[config.mk]
export PLATFORM = sky130hd
export DESIGN_NAME = shift_sched_flat
export DESIGN_NICKNAME = d
export VERILOG_FILES = /design/src/rtl/shift_sched_if.sv /design/src/rtl/shift_sched.sv /design/src/flat_wrapper.sv
export SDC_FILE = /design/constraint.sdc
export NUM_CORES = 1
export LEC_CHECK = 0
export ABC_AREA = 1
export CAP_MARGIN = 15
export CORE_MARGIN = 2
export CORE_UTILIZATION = 44
export CTS_CLUSTER_SIZE = 8
export DETAILED_ROUTE_END_ITERATION = 8
export GPL_TIMING_DRIVEN = 0
export HOLD_SLACK_MARGIN = 0.02
export PLACE_DENSITY = 0.71
export SLEW_MARGIN = 0
export SYNTH_ARGS = -nofsm -noshare
export SYNTH_HDL_FRONTEND = slang
export SYNTH_SLANG_ARGS = --single-unit
[constraint.sdc]
create_clock -name clk -period 1.2 [get_ports clk]
set_input_delay 0.12 -clock clk [delete_from_list [all_inputs] [get_ports clk]]
set_output_delay 0.12 -clock clk [all_outputs]
set_load 0.01 [all_outputs]
[src/rtl/shift_sched_if.sv]
// Requester-side bus of the shift-chain scheduler.
// Two requesters, each with a level request, a parallel word and an ack.
// Handshake: a requester raises reqN with dataN stable and holds both until
// it samples ackN high on a rising edge. It drops reqN on that edge. ackN
// is a one-cycle pulse. If reqN falls before it is granted, the request is
// withdrawn and no ack follows.
interface shift_sched_if #(
    parameter int WIDTH = 8
);
    logic             req0;
    logic [WIDTH-1:0] data0;
    logic             req1;
    logic [WIDTH-1:0] data1;
    logic             ack0;
    logic             ack1;

    // Requester side
    modport master (
        output req0, data0, req1, data1,
        input  ack0, ack1
    );

    // Scheduler side
    modport slave (
        input  req0, data0, req1, data1,
        output ack0, ack1
    );
endinterface

[src/rtl/shift_sched.sv]
// shift_sched: round-robin scheduler for two requesters sharing a serial
// shift chain of DEPTH stages.
// For each granted word the sequence is: one CLEAR cycle (sr_clr=1), the word
// LSB-first on ser_out, DEPTH zero cycles to push the last bit out of the chain,
// then one DONE cycle that pulses done and the ack of the granted requester.
// Optional feature macro: SHIFT_SCHED_PARITY_EN. When it is defined, one extra
// bit is sent after the word: the even parity (XOR) of the captured word.
// All outputs are registered. clr_n is an asynchronous, active-low reset.
module shift_sched #(
    parameter int WIDTH = 8,
    parameter int DEPTH = 4
) (
    input  logic               clk,
    input  logic               clr_n,
    shift_sched_if.slave       bus,
    output logic               ser_out,
    output logic               sr_clr,
    output logic               busy,
    output logic               gnt_id,
    output logic               done,
    output logic [2:0]         dbg_state
);

`ifdef SHIFT_SCHED_PARITY_EN
    localparam int PAR = 1;
`else
    localparam int PAR = 0;
`endif

    // Number of bits sent per transfer (word plus optional parity bit)
    localparam int SW   = WIDTH + PAR;
    localparam int CMAX = ((WIDTH + 1) > DEPTH) ? (WIDTH + 1) : DEPTH;
    localparam int CW   = $clog2(CMAX + 1);

    localparam logic [CW-1:0] SH_LAST = CW'(SW - 1);
    localparam logic [CW-1:0] FL_LAST = CW'(DEPTH - 1);

    typedef enum logic [2:0] {
        IDLE  = 3'd0,
        CLEAR = 3'd1,
        SHIFT = 3'd2,
        FLUSH = 3'd3,
        DONE  = 3'd4
    } state_t;

    state_t          state;
    logic [SW-1:0]   sh;
    logic [CW-1:0]   cnt;
    logic            last_gnt;

    logic            pick_valid;
    logic            pick_id;
    logic [WIDTH-1:0] pick_data;
    logic [SW-1:0]   pick_word;

    assign dbg_state = state;

    // Arbitration: a lone request wins; on a tie the requester that was not
    // granted last wins.
    always_comb begin
        pick_valid = bus.req0 | bus.req1;
        pick_id    = 1'b0;
        if (bus.req0 && bus.req1) begin
            pick_id = ~last_gnt;
        end else if (bus.req1) begin
            pick_id = 1'b1;
        end
        pick_data = pick_id ? bus.data1 : bus.data0;
`ifdef SHIFT_SCHED_PARITY_EN
        pick_word = {^pick_data, pick_data};
`else
        pick_word = pick_data;
`endif
    end

    // Transfer FSM with registered outputs. Each branch loads the outputs
    // that belong to the state being entered, so they line up with it.
    always_ff @(posedge clk or negedge clr_n) begin
        if (!clr_n) begin
            state    <= IDLE;
            sh       <= '0;
            cnt      <= '0;
            last_gnt <= 1'b1;
            gnt_id   <= 1'b0;
            ser_out  <= 1'b0;
            sr_clr   <= 1'b0;
            busy     <= 1'b0;
            done     <= 1'b0;
            bus.ack0 <= 1'b0;
            bus.ack1 <= 1'b0;
        end else begin
            // Pulse outputs default low every cycle
            sr_clr   <= 1'b0;
            done     <= 1'b0;
            bus.ack0 <= 1'b0;
            bus.ack1 <= 1'b0;
            case (state)
                IDLE: begin
                    ser_out <= 1'b0;
                    if (pick_valid) begin
                        state    <= CLEAR;
                        sh       <= pick_word;
                        gnt_id   <= pick_id;
                        last_gnt <= pick_id;
                        busy     <= 1'b1;
                        sr_clr   <= 1'b1;
                        cnt      <= '0;
                    end
                end
                CLEAR: begin
                    // First data bit goes out in the first SHIFT cycle
                    state   <= SHIFT;
                    ser_out <= sh[0];
                    sh      <= sh >> 1;
                    cnt     <= '0;
                end
                SHIFT: begin
                    if (cnt == SH_LAST) begin
                        state   <= FLUSH;
                        ser_out <= 1'b0;
                        cnt     <= '0;
                    end else begin
                        ser_out <= sh[0];
                        sh      <= sh >> 1;
                        cnt     <= cnt + 1'b1;
                    end
                end
                FLUSH: begin
                    ser_out <= 1'b0;
                    if (cnt == FL_LAST) begin
                        state    <= DONE;
                        done     <= 1'b1;
                        bus.ack0 <= ~gnt_id;
                        bus.ack1 <= gnt_id;
                        cnt      <= '0;
                    end else begin
                        cnt <= cnt + 1'b1;
                    end
                end
                DONE: begin
                    state   <= IDLE;
                    busy    <= 1'b0;
                    ser_out <= 1'b0;
                end
                default: begin
                    state   <= IDLE;
                    busy    <= 1'b0;
                    ser_out <= 1'b0;
                end
            endcase
        end
    end

endmodule

[src/flat_wrapper.sv]
// flat-port wrapper written by rule: the top's interface ports become plain ports
module shift_sched_flat 
#(
    parameter int WIDTH = 8,
    parameter int DEPTH = 4
)
  (clk, clr_n, ser_out, sr_clr, busy, gnt_id, done, dbg_state, bus_req0, bus_data0, bus_req1, bus_data1, bus_ack0, bus_ack1);
  shift_sched_if #(.WIDTH(WIDTH)) bus_i ();
  input  logic clk;
  input  logic clr_n;
  output logic ser_out;
  output logic sr_clr;
  output logic busy;
  output logic gnt_id;
  output logic done;
  output logic [2:0] dbg_state;
  input wire logic [$bits(bus_i.req0)-1:0] bus_req0;
  input wire logic [$bits(bus_i.data0)-1:0] bus_data0;
  input wire logic [$bits(bus_i.req1)-1:0] bus_req1;
  input wire logic [$bits(bus_i.data1)-1:0] bus_data1;
  output wire logic [$bits(bus_i.ack0)-1:0] bus_ack0;
  output wire logic [$bits(bus_i.ack1)-1:0] bus_ack1;
  assign bus_i.req0 = bus_req0;
  assign bus_i.data0 = bus_data0;
  assign bus_i.req1 = bus_req1;
  assign bus_i.data1 = bus_data1;
  assign bus_ack0 = bus_i.ack0;
  assign bus_ack1 = bus_i.ack1;
  shift_sched #(.WIDTH(WIDTH), .DEPTH(DEPTH)) u_core (.clk(clk), .clr_n(clr_n), .bus(bus_i), .ser_out(ser_out), .sr_clr(sr_clr), .busy(busy), .gnt_id(gnt_id), .done(done), .dbg_state(dbg_state));
endmodule
# Word level (Yosys, flattened, before mapping)
# Index checks and enable logic that the tools add are counted.
[word_totals]
ff_bits = 23
inputBits = 20
out_inout_bits = 10
elab_cells = 61
[op_classes]
addsub = 1
eq_ne = 9
n_mux = 26
bitwise = 4
reduce_logical = 10
[ops]
columns = ["op", "n"]
rows = [
  ["$mux W8", 3],
  ["$pmux W8 S3", 1],
  ["$pmux W4 S4", 1],
  ["$mux W1", 12],
  ["$mux W4", 3],
  ["$pmux W3 S4", 1],
  ["$mux W3", 3],
  ["$eq A3 B2 Y1 const B", 2],
  ["$ne A2 B1 Y1 const B", 3],
  ["$reduce_and A2 Y1", 3],
  ["$reduce_and A3 Y1", 2],
  ["$add A4 B1 Y4 const B", 1],
  ["$eq A4 B2 Y1 const B", 1],
  ["$eq A4 B3 Y1 const B", 1],
  ["$pmux W1 S2", 2],
  ["$reduce_bool A4 Y1", 1],
  ["$eq A3 B1 Y1 const B", 1],
  ["$logic_not A3 Y1", 1],
  ["$not A1 Y1", 3],
  ["$reduce_bool A3 Y1", 1],
  ["$reduce_or A3 Y1", 1],
  ["$ne A2 B2 Y1 const B", 1],
  ["$logic_and A1 B1 Y1", 1],
  ["$or A1 B1 Y1", 1],
]

# Longest topological paths before layout
[depth]
word_depth = 5
ltp_mapped = 8
mapped_depth_nobuf = 8

# Worst setup path before layout
# OpenSTA, ideal clock, no wires.
[synth_timing]
path_type = "register to register"
startpoint = "register u_core.state[1] (netlist: u_core.dbg_state[1])"
endpoint = "register u_core.sh[0]"
setup_ns = 0.116
arrival_time_ns = 1.106
required_ns = 1.084
setup_slack_ns = -0.022
path_stages_with_launch = 9
n_path_buf = 0
synth_period_minus_slack_ns = 1.222
cell_sequence = "dfrtp_1 > nor2_2 > nand2_2 > nand2_4 > inv_4 > nand2_1 > nand2_1 > nand2_1 > nand2_1"
[synth_via]
elab_chain_len = 3
word_cells_on_any_way = 8
classes_between = "eq/ne (4); mux (1); reduce/logical (3)"
[synth_lines]
columns = ["element", "line", "source"]
rows = [
  ["from (decl)", "shift_sched.sv:46", "state_t state;"],
  ["from (signal assigned)", "shift_sched.sv:80", "state <= IDLE;"],
  ["from (signal assigned)", "shift_sched.sv:101", "state <= CLEAR;"],
  ["from (signal assigned)", "shift_sched.sv:112", "state <= SHIFT;"],
  ["$eq A3 B2 Y1 (tied with other cells)", "shift_sched.sv:97", "case (state)"],
  ["$ne A2 B2 Y1 (no line) (tied with other cells)", "--", ""],
  ["$reduce_and A3 Y1 (no line)", "--", ""],
  ["to (signal assigned)", "shift_sched.sv:102", "sh <= pick_word;"],
  ["to (signal assigned)", "shift_sched.sv:114", "sh <= sh >> 1;"],
  ["to (signal assigned)", "shift_sched.sv:124", "sh <= sh >> 1;"],
  ["to (decl)", "shift_sched.sv:47", "logic [SW-1:0] sh;"],
]
# Several ways; a longest one is shown, not always the timed one.
# A chain may end at the register's enable or synchronous reset.

# Worst setup path in the final report
[layout_timing]
startpoint = "register u_core.state[2] (netlist: u_core.dbg_state[2])"
endpoint = "register u_core.sh[2]"
# Same word-level chain as after synthesis.

==> results.cfg <==
[setup_path]
arrival_ns = 1.55
crit_path_cell_trace = buf_6, inv_2, nand2_4, nor2_4, nand2_4, nand2_4, nor2_8, nand2_1, nand2_1
worst_path_max_delay_cell = dfrtp_2
cp_slowest_stage_delay_ns = 0.44
rr_endpoint = u_core.sh[2]
r2r-start = u_core.dbg_state[2]
start_kind = flip-flop
required_ns = 1.41
cp_max_fo = 8
endpoint_kind = flip-flop
reg2regPathDepth = 9
r2r_slack_ns = -0.14
worstSetupPathType = flip-flop to flip-flop
crit_top_cell = nand2_4

[global_routing]
grt_usage_pct = 19.5
grt-busiest-layer = met2
use_met3_pct = 2.90
first_global_vias = 1126
grt_max_degree = 24
use_met1_pct = 24.6
use_met2_pct = 32.3
grt_pass1_wl_um = 4970
antenna_found_initial = 0
grt_overflow = 0

[final_layout]
final_layout_size_suffix_gt1_share_pct = 31.6
diodes = 0
final_common_cell = nand2_1
utilization_pct = 67.1
nets = 234
area_delta_synth_final_pct = 45.7
final_cell_mix = nand2_1 (65), dfrtp_1 (19), clkdlybuf4s50_1 (18)
fin_area_um2 = 1850

[clocking]
cts_buffers = 3
h-tree-depth = 1
root_buffer = clkbuf_4
cts.path.max_buffers = 2
insertion_delay_ns = 0.31
clock_sinks = 23
cts_tree = built
hold_buffers = 0
clk_pin_slew_worst_paths_ns = 0.13

[synth]
synth_flop_cell = dfrtp_1
syn_inst = 166
synth_cell_types = 25
yosys-top-cells-area = dfrtp_1 (43%), nand2_1 (23%), nand3_1 (6.3%)
synth_edf_count = 0
synth_top_area_cell = dfrtp_1
syn_area_um2 = 1270
synth_top_area_share_pct = 43.3
synth_fp_nets = 187
synth-seq-cells = 23
synthArstFlopShare_pct = 100
yosysSeqAreaShare_pct = 45.4
syn_area_per_cell_um2 = 7.65
synth_warnings = 0

[pwr]
swShare_pct = 45.9
powerDensity_nw_per_um2 = 2200
p_switching_uw = 1870
total_power_uw = 4070
p_int_uw = 2200
p_seq_share_pct = 29.7
p_leak_uw = 0.000964
clock_power_share_pct = 8.9
ir_drop_uv = 1420
comb_power_share_pct = 61.4

[placement]
dpl_cell_area_um2 = 1600
dp_hpwl_um = 2040
gp_congestion = 0.806
port_buffers = 29

[outcome]
status = finished with violations
violations = hold timing, setup timing

[timing]
final.setup.worst_slack_ns = -0.141
setup_viol_count_final = 17
fin_crit_sh_pct = 112
final.setup.tns_ns = -1.71
timing.fmax_mhz = 746
fin_crit_ns = 1.34
rsz0062_at_grt = yes
tightest_slew_ns = 0.995
relSlewSlack_pct = 33.6
hold_viol = 22
fin_worst_skew_ns = 0.00829
maxSlewViolCount = 0
finalHoldWorstSlack_ns = -0.0506

[floorplan]
die_area_um2 = 3330
core_um2 = 2760
io_pins = 30
die_w_um = 57.7
rows = 19
initial_core_util_pct = 46.1
dieHeight_um = 57.7

[detailed_routing]
viasPerCell = 4.96
routedWlPerCell_um = 12.5
vias = 1205
dr.pass1.iters = 4
drt_iter0_drc = 33
wl_um = 3030
drcViolationCount = 0
postRouteAntennaNets = 0

[job]
maxCapViolations = 0

[hold_path]
hp-class = input pin to async pin
layer usage:
| layer | vias up | routed length (um) |
|---|---|---|
| met5 | - | 0 |
| met2 | 25 | 1590 |
| met3 | 6 | 108 |
| met4 | 0 | 52 |
| li1 | 617 | - |
| met1 | 557 | 1280 |
cell usage after synthesis (2+ instances only):
library cell and instances:
nand2_4 3, nand3_1 16, nor3_1 2, nor2_1 9
nor2_4 2, o21ai_1 2, dfrtp_1 22, inv_1 9
nand2_1 78, nand2_2 5, inv_2 3, a21oi_1 2
metrics by stage:
stage                     std cells  setup WS (ns)
after floorplan                 166         0.0162
after global placement          226         -0.271
after detailed placement        226         -0.316
after CTS                       239         -0.128
after global routing            243         -0.234
final                           243         -0.141
worst max-delay path: cells and delay by family (launching register included):
kind / cells / cell delay, ns
DFF: 1 / 0.44
buffers and inverters: 2 / 0.22
and+or+nand+nor: 7 / 0.59
repair_timing:
action                     4_1_cts  5_1_grt
buffers inserted                 8        4
cloned                           1        0
pin swaps                        4       12
resized for setup               32       24
setup endpoints to repair       24       26
area by class of cell:
| type | count | area (um2) |
|---|---|---|
| tap | 31 | 38.8 |
| buffer | 1 | 5.00 |
| fill | 229 | 907 |
| clock buffer | 4 | 26.3 |
| timing repair buffer | 41 | 380 |
| sequential | 23 | 581 |
| multi-input combinational | 130 | 763 |
| inverter | 13 | 56.3 |
kinds of logic after synthesis:
| logic type | count (synthesis) | synth area share (%) |
|---|---|---|
| buf+inv | 14 | 4.43 |
| compound gates | 7 | 3.84 |
| simple gates | 121 | 45.3 |
| flops | 23 | 45.4 |
| fa+ha+maj | 1 | 0.985 |
how the worst max path moves through the flow:
stage,from,to,slack (ns)
after global routing,u_core.dbg_state[1],u_core.sh[2],-0.23
after detailed placement,bus_req1,u_core.sh[2],-0.32
after floorplan,u_core.dbg_state[1],u_core.sh[0],0.02
final,u_core.dbg_state[2],u_core.sh[2],-0.14
after global placement,bus_req1,u_core.sh[4],-0.27
after CTS,u_core.dbg_state[0],u_core.sh[7],-0.13
sequential cells by signal, summed over array words and instances, names as in the netlist:
signal and cells:
u_core.bus.ack0 1, u_core.sr_clr 1, u_core.sh 8, u_core.done 1, u_core.busy 1, u_core.last_gnt 1
u_core.cnt 4, u_core.bus.ack1 1, u_core.gnt_id 1, u_core.dbg_state 3, u_core.ser_out 1
power by group through the flow:
stage	Combinational (uW)	Sequential [uW]	Clock [uW]
after floorplan	1260	1290	0
after detailed placement	1830	1280	0
after CTS	2170	1200	366
after global routing	2750	1250	402
final	2500	1210	361
after global placement	1790	1270	0
Power figures use the tool's default switching activity.
